## src/rtl/pipelined_adder.sv

```systemverilog
// WIDTH-bit adder/subtractor split into STAGES carry-chained chunks behind a valid/ready stream.
// Define ADDER_FLAGS_EN to add the registered signed-overflow (Ovf) and zero (Zero) outputs.
module pipelined_adder #(
    parameter int unsigned WIDTH  = 32,
    parameter int unsigned STAGES = 4
) (
    input  logic             clk,
    input  logic             rst_n,
    input  logic             in_valid,
    output logic             in_ready,
    input  logic [WIDTH-1:0] A,
    input  logic [WIDTH-1:0] B,
    input  logic             Cin,
    input  logic             Sub,
    output logic             out_valid,
    input  logic             out_ready,
    output logic [WIDTH-1:0] S,
    output logic             Cout
`ifdef ADDER_FLAGS_EN
    ,
    output logic             Ovf,
    output logic             Zero
`endif
);

    localparam int unsigned STAGES_NZ = (STAGES == 0) ? 1 : STAGES;
    localparam int unsigned CW        = WIDTH / STAGES_NZ;

    if ((STAGES == 0) || ((WIDTH % STAGES_NZ) != 0)) begin : g_bad_params
        $error("pipelined_adder: STAGES must be >= 1 and divide WIDTH");
    end

    logic             w_en;
    logic [WIDTH-1:0] w_b_eff;
    logic             w_cin_eff;

    // The whole pipe advances together; a stalled output freezes every stage.
    assign w_en      = !out_valid || out_ready;
    assign in_ready  = w_en;
    assign w_b_eff   = Sub ? ~B : B;
    assign w_cin_eff = Sub ? ~Cin : Cin;

    for (genvar k = 0; k < STAGES; k++) begin : g_stage
        localparam int unsigned AW = WIDTH - k * CW;
        localparam int unsigned LW = (k + 1) * CW;

        // w_*_rest: operand bits not yet consumed; the low CW bits are this stage's chunk.
        logic [AW-1:0] w_a_rest;
        logic [AW-1:0] w_b_rest;
        logic          w_cin;
        logic          w_valid_in;
        logic [CW:0]   w_chunk_sum;
        logic [LW-1:0] w_sum_next;

        logic          r_valid;
        logic          r_carry;
        logic [LW-1:0] r_sum;

        if (k == 0) begin : g_head
            assign w_a_rest   = A;
            assign w_b_rest   = w_b_eff;
            assign w_cin      = w_cin_eff;
            assign w_valid_in = in_valid;
            assign w_sum_next = w_chunk_sum[CW-1:0];
        end else begin : g_tail
            assign w_a_rest   = g_stage[k-1].g_skew.r_a;
            assign w_b_rest   = g_stage[k-1].g_skew.r_b;
            assign w_cin      = g_stage[k-1].r_carry;
            assign w_valid_in = g_stage[k-1].r_valid;
            assign w_sum_next = {w_chunk_sum[CW-1:0], g_stage[k-1].r_sum};
        end

        assign w_chunk_sum = {1'b0, w_a_rest[CW-1:0]}
                           + {1'b0, w_b_rest[CW-1:0]}
                           + (CW+1)'(w_cin);

        always_ff @(posedge clk or negedge rst_n) begin
            if (!rst_n) begin
                r_valid <= 1'b0;
                r_carry <= 1'b0;
                r_sum   <= '0;
            end else if (w_en) begin
                r_valid <= w_valid_in;
                r_carry <= w_chunk_sum[CW];
                r_sum   <= w_sum_next;
            end
        end

        // Skew: carry the upper operand chunks forward to the stage that consumes them.
        if (k < STAGES - 1) begin : g_skew
            logic [AW-CW-1:0] r_a;
            logic [AW-CW-1:0] r_b;

            always_ff @(posedge clk or negedge rst_n) begin
                if (!rst_n) begin
                    r_a <= '0;
                    r_b <= '0;
                end else if (w_en) begin
                    r_a <= w_a_rest[AW-1:CW];
                    r_b <= w_b_rest[AW-1:CW];
                end
            end
        end
    end

    assign out_valid = g_stage[STAGES-1].r_valid;
    assign S         = g_stage[STAGES-1].r_sum;
    assign Cout      = g_stage[STAGES-1].r_carry;

`ifdef ADDER_FLAGS_EN
    logic w_a_msb;
    logic w_b_msb;
    logic w_s_msb;
    logic r_ovf;
    logic r_zero;

    assign w_a_msb = g_stage[STAGES-1].w_a_rest[CW-1];
    assign w_b_msb = g_stage[STAGES-1].w_b_rest[CW-1];
    assign w_s_msb = g_stage[STAGES-1].w_chunk_sum[CW-1];

    // Flags are formed from the final chunk so they land with the coherent result.
    always_ff @(posedge clk or negedge rst_n) begin
        if (!rst_n) begin
            r_ovf  <= 1'b0;
            r_zero <= 1'b0;
        end else if (w_en) begin
            r_ovf  <= (w_a_msb == w_b_msb) && (w_s_msb != w_a_msb);
            r_zero <= ~|g_stage[STAGES-1].w_sum_next;
        end
    end

    assign Ovf  = r_ovf;
    assign Zero = r_zero;
`endif

endmodule

```

## config.mk

```make
export PLATFORM = sky130hd
export DESIGN_NAME = pipelined_adder
export DESIGN_NICKNAME = d
export VERILOG_FILES = /design/src/rtl/pipelined_adder.sv
export SDC_FILE = /design/constraint.sdc
export NUM_CORES = 1
export LEC_CHECK = 0
export CAP_MARGIN = 20
export CELL_PAD_IN_SITES_DETAIL_PLACEMENT = 0
export CELL_PAD_IN_SITES_GLOBAL_PLACEMENT = 1
export CORE_ASPECT_RATIO = 1.4
export CORE_UTILIZATION = 46
export CTS_CLUSTER_SIZE = 40
export DETAILED_ROUTE_END_ITERATION = 6
export GPL_TIMING_DRIVEN = 0
export PLACE_DENSITY_LB_ADDON = 0.1
export RECOVER_POWER = 50
export SYNTH_ARGS = -nofsm -noshare
export SYNTH_HDL_FRONTEND = slang
export SYNTH_SLANG_ARGS = --single-unit
```

## constraint.sdc

```tcl
create_clock -name clk -period 3.4 [get_ports clk]
set_input_delay 0.51 -clock clk [delete_from_list [all_inputs] [get_ports clk]]
set_output_delay 0.51 -clock clk [all_outputs]
set_load 0.03 [all_outputs]
```

======== Word level (Yosys, flattened, before mapping) ========
Cells that the tools add are included.
word-level totals
  logic and storage cells ................. 32
  input bits .............................. 70
  register bits after elaboration ......... 184
cells by class
  multiplexer cells ....................... 2
  bitwise logic cells ..................... 2
  $add $sub $neg .......................... 8
  reduce and logical (&&, ||, !) cells .... 2
operators by type and width
  kind                  count
  adder 8 x 8 -> 9 bit  4
  adder 9 x 1 -> 9 bit  4
  two-way mux 32 bit    1
  NOT 32 bit            1
  logical NOT 1 bit     1
  logical OR 1 bit      1
  two-way mux 1 bit     1
  NOT 1 bit             1

======== Depth between registers and ports, before layout ========
Gate-level depths: netlist of run 1.
  depth in word-level cells ............... 4
  depth in mapped cells ................... 11

======== Least setup slack after synthesis of run 1 ========
OpenSTA, ideal clock, no wires.
  path type ............................... input port to flip-flop
  start point ............................. in Sub
  end point ............................... reg g_stage[0].r_carry
  buffers on the path ..................... 2
  stages .................................. 11
  setup time .............................. 0.137 ns
  slack ................................... 0.569 ns
  arrival time ............................ 2.694 ns
  path through ............................ clkbuf_1 > buf_2 > xor2_1 > fa_1 > inv_1 > fa_1 > nor2b_4 > o31a_1 > o311a_1 > o21ai_0 > a31oi_1
on the way
  cells in the longest elaborated chain, start to end .. 3
  elaborated cells on any way between the ends .. 4
RTL lines
  what                    line  source
  from (decl)             14    input logic Sub,
  two-way mux 32 bit      40    assign w_b_eff = Sub ? ~B : B;
  adder 8 x 8 -> 9 bit    74    + {1'b0, w_b_rest[CW-1:0]}
  adder 9 x 1 -> 9 bit *  75    + (CW+1)'(w_cin);
  to (signal assigned)    84    r_carry <= w_chunk_sum[CW];
  to (decl)               56    logic r_carry;
Every way passes the cells marked *; elsewhere a longest branch is shown, timed or not.
A chain may end at the register's enable or synchronous reset.

======== Worst setup path after layout of run 1 ========
  start point ............................. in out_ready
  end point ............................... out in_ready
on the way
  cells in the longest elaborated chain, start to end .. 1
RTL lines
  what              line  source
  from (decl)       16    input logic out_ready,
  logical OR 1 bit  38    assign w_en = !out_valid || out_ready;
  to (decl)         10    output logic in_ready,
No other way between the ends.

==> summary.txt, run 1 <==
Final layout
  • Final non-filler cell area: 10200 sq um
  • Final non-filler cell total: 1282
  • Most common cell after layout, fill and taps aside: nand2_1
  • Final core utilization: 58.2%
  • Area delta synth->final: 22.9%
  • Layout cell share with drive strength beyond 1: 5.54%
  • Nets: 1141
  • Ant diodes: 0
  • Commonest non-fill, non-tap cells in the layout: nand2_1, dfrtp_1, clkdlybuf4s50_1, o21ai_0, ha_1

Global route
  • Gr usage total: 21.7%
  • First-pass GRT wire length: 30.5 mm
  • Largest net degree at the start of global routing: 104
  • Vias in the first global route: 6081
  • Overflow after GRT: 0
  • Initial antenna violation count: 0

Yosys
  • Mapped Cells: 912
  • Register area share after synthesis: 55.6%
  • Warnings from Yosys: 0
  • Synth top area share: 55.6%
  • Largest family of logic cells by synthesized area: simple AND/OR/NAND/NOR gates
  • Post-Synth XOR/XNOR Area: 5.08%
  • Yosys reg bits: 184
  • Adder-cell share of the synthesized area: 6.17%
  • Synth Area in Simple Gates: 22.4%
  • Synth Area in Compound Gates: 7.86%
  • Post-Synthesis Net Count: 1018
  • Mapped cell area: 8280 sq um
  • Largest cells by area after synthesis: dfrtp_1, nand2_1, ha_1
  • Multiplexer area fraction after synthesis: 0%
  • Synth area leader: dfrtp_1
  • Synthesized area per cell: 9.08 sq um
  • Yosys cell types: 30

Pwr
  • Peak supply drop: 444 uV
  • Sw power: 3.66 mW
  • Sequential share of power: 39.7%
  • Combinational share of power: 40.4%
  • Clock power frac: 19.8%
  • Switching portion of total power: 38.8%
  • P_int: 5.78 mW
  • Pwr dens: 928 nW/um^2
  • Pleak: 4.93 nW

CTS
  • H-tree depth: 4
  • Post-CTS Resized: 0
  • CTS clk-pin slew, worst paths: 0.07 ns
  • Total CTS buffers: 17
  • Post-CTS Setup Bufs: 0
  • CTS tree: built
  • Clk_lat worst skew: 0.43 ns
  • Sink Count: 184
  • Clk buf depth: 2
  • CTS hold repair buffers: 0
  • Clock root cell: clkbuf_16

Timing
  • Minimum clock period: 3.10 ns
  • Final hold violations: 0
  • Tcrit/Tclk final: 91.1%
  • Setup violations, final: 0
  • Measured slew at the worst slew-check pin: 2.06 ns
  • RSZ-0062 raised after global routing: false
  • Final Skew: 0.00851 ns
  • Relative slew margins: -37.3%
  • Max Clk Rate: 0.323 GHz
  • Slew Viols, Final: 82
  • Final setup margin: 0.304 ns

Routing
  • DR WL/cell: 14.0 um
  • Starting DRC count in detailed routing: 289
  • Top sig layer: met4
  • Total Wirelength: 18.0 mm
  • DRC viols: 0
  • Met2 WL: 9.01 mm
  • Met3 routed WL: 459 um
  • M1 WL: 8.29 mm
  • Detail Route Antenna Nets: 0
  • Routed vias: 6067
  • DRT Pass-1 Iters: 4
  • Vias per cell: 4.73

Worst setup path
  • Setup CP Type: primary input to output port
  • Worst Path Max Fanout: 10
  • Critical path required time: 2.89 ns
  • CP arrival: 2.59 ns
  • Critical Path Source Type: primary input
  • CP endpoint kind: output port

Floorplanning
  • Boundary Pins: 105
  • Total core area: 17500 sq um
  • # rows: 57
  • Chip Height: 161 um
  • Initial Utilization: 47.4%
  • Die area: 18500 sq um
  • Die Wd: 115 um

Place
  • GP Congestion: 0.784
  • Placed inst area: 9640 sq um
  • Placed cells: 1252
  • Port bufs: 103
  • Dpl hpwl: 13.4 mm
  • Pre-CTS WS: 0.262 ns

Hold path
  • HP Class: flip-flop to flip-flop

Outcome
  • Status: finished with violations
  • Failing checks: max-capacitance violations, max-slew violations

Run
  • Max-Cap Viols: 1
==> critical path, cell delays in order <==
cell	delay, ns
dlygate4sd3_1	0.54
nor2b_1	0.10
clkbuf_1	0.40
inv_1	0.15
clkbuf_1	0.24
clkdlybuf4s50_1	0.65
==> synthesized netlist by cell type (all sizes together) <==
cell type    n
a41oi        1
nor3        13
a211oi      10
inv          8
o31a         1
o21a         1
or3          4
o21bai       4
nor2        11
ha          28
xnor2       27
nand2      441
buf         27
clkbuf      18
fa           8
o21ai       63
nand2b       4
a21o         6
dfrtp      184
o311a        1
a21oi       15
xor2        21
or2          1
nor2b        5
o211ai       6
a31oi        4
==> final cells by class <==
class	count	area (sq um)
buffer	45	199
clock buffer	20	457
clock inverter	10	96.3
fill	1636	7300
inverter	8	30.0
multi-input combinational	675	3440
sequential	184	4600
tap	236	295
timing repair buffer	104	1050
==> power by group through the flow <==
stage	registers [mW]	logic (mW)	clock network, mW
after floorplan	4.01	2.28	0
after global placement	3.77	3.78	0
after detailed placement	3.79	3.86	0
after CTS	3.76	3.87	1.91
after global routing	3.88	4.35	2.00
final	3.75	3.81	1.87
==> kinds of logic after synthesis <==
kind of cell	after synthesis
adder cells (fa/ha/maj)	36
AND/OR/NAND/NOR	479
AO/OA/AOI/OAI	112
flip-flops	184
XOR/XNOR	48
buffers and inverters	53
==> metal layers <==
layer	track usage (%)	up-vias
met1	28.7	2795
met3	3.74	18
met5	0	-
met4	6.85	0
met2	36.0	90
li1	-	3164
==> registers in the layout, summed over array words and instances, names as in the netlist <==
signal	flops
g_stage.g_skew.r_b	48
g_stage.r_carry	3
out_valid	1
Cout	1
S	32
g_stage.r_valid	3
g_stage.r_sum	48
g_stage.g_skew.r_a	48
==> path summary, 6_finish.rpt <==
| path | slack [ns] | startpoint | end | cells after the start |
|---|---|---|---|---|
| worst max-delay path | 0.30 | out_ready | in_ready | 6 |
| worst min-delay path | 0.46 | g_stage[2].r_valid | g_stage[2].r_valid | 2 |
| worst max register to register | 0.99 | out_valid | g_stage[1].g_skew.r_a[5] | 7 |
| worst min register to register | 0.46 | g_stage[2].r_valid | g_stage[2].r_valid | 2 |
| max in group asynchronous | 1.44 | rst_n | g_stage[0].g_skew.r_b[13] | 2 |
| min in group asynchronous | 0.64 | rst_n | S[2] | 1 |
==> through the flow <==
step	TNS, ns	total power, mW	hold WS [ns]
detailed placement	0	7.65	0.449
global placement	-1063.44	7.56	0.440
finish	0	9.44	0.458
global route	0	10.2	0.484
CTS	0	9.54	0.0759
floorplan	0	6.29	0.214
Power figures use the tool's default switching activity.
==> inputs of run 2 (changes only) <==
Clock period 3.4 ns to 3.65 ns, I/O delays scaled along.
==> results of run 2 <==
The final DEF is identical to that of run 1. Status: finished with violations: max-capacitance violations, max-slew violations.
Among the figures that moved: setup slack after placement 0.262 ns -> 0.475 ns; setup slack after layout 0.304 ns -> 0.479 ns; register-to-register setup slack 0.99 ns -> 1.24 ns; total power 9.44 mW -> 8.79 mW; worst IR drop on VDD 444 uV -> 413 uV
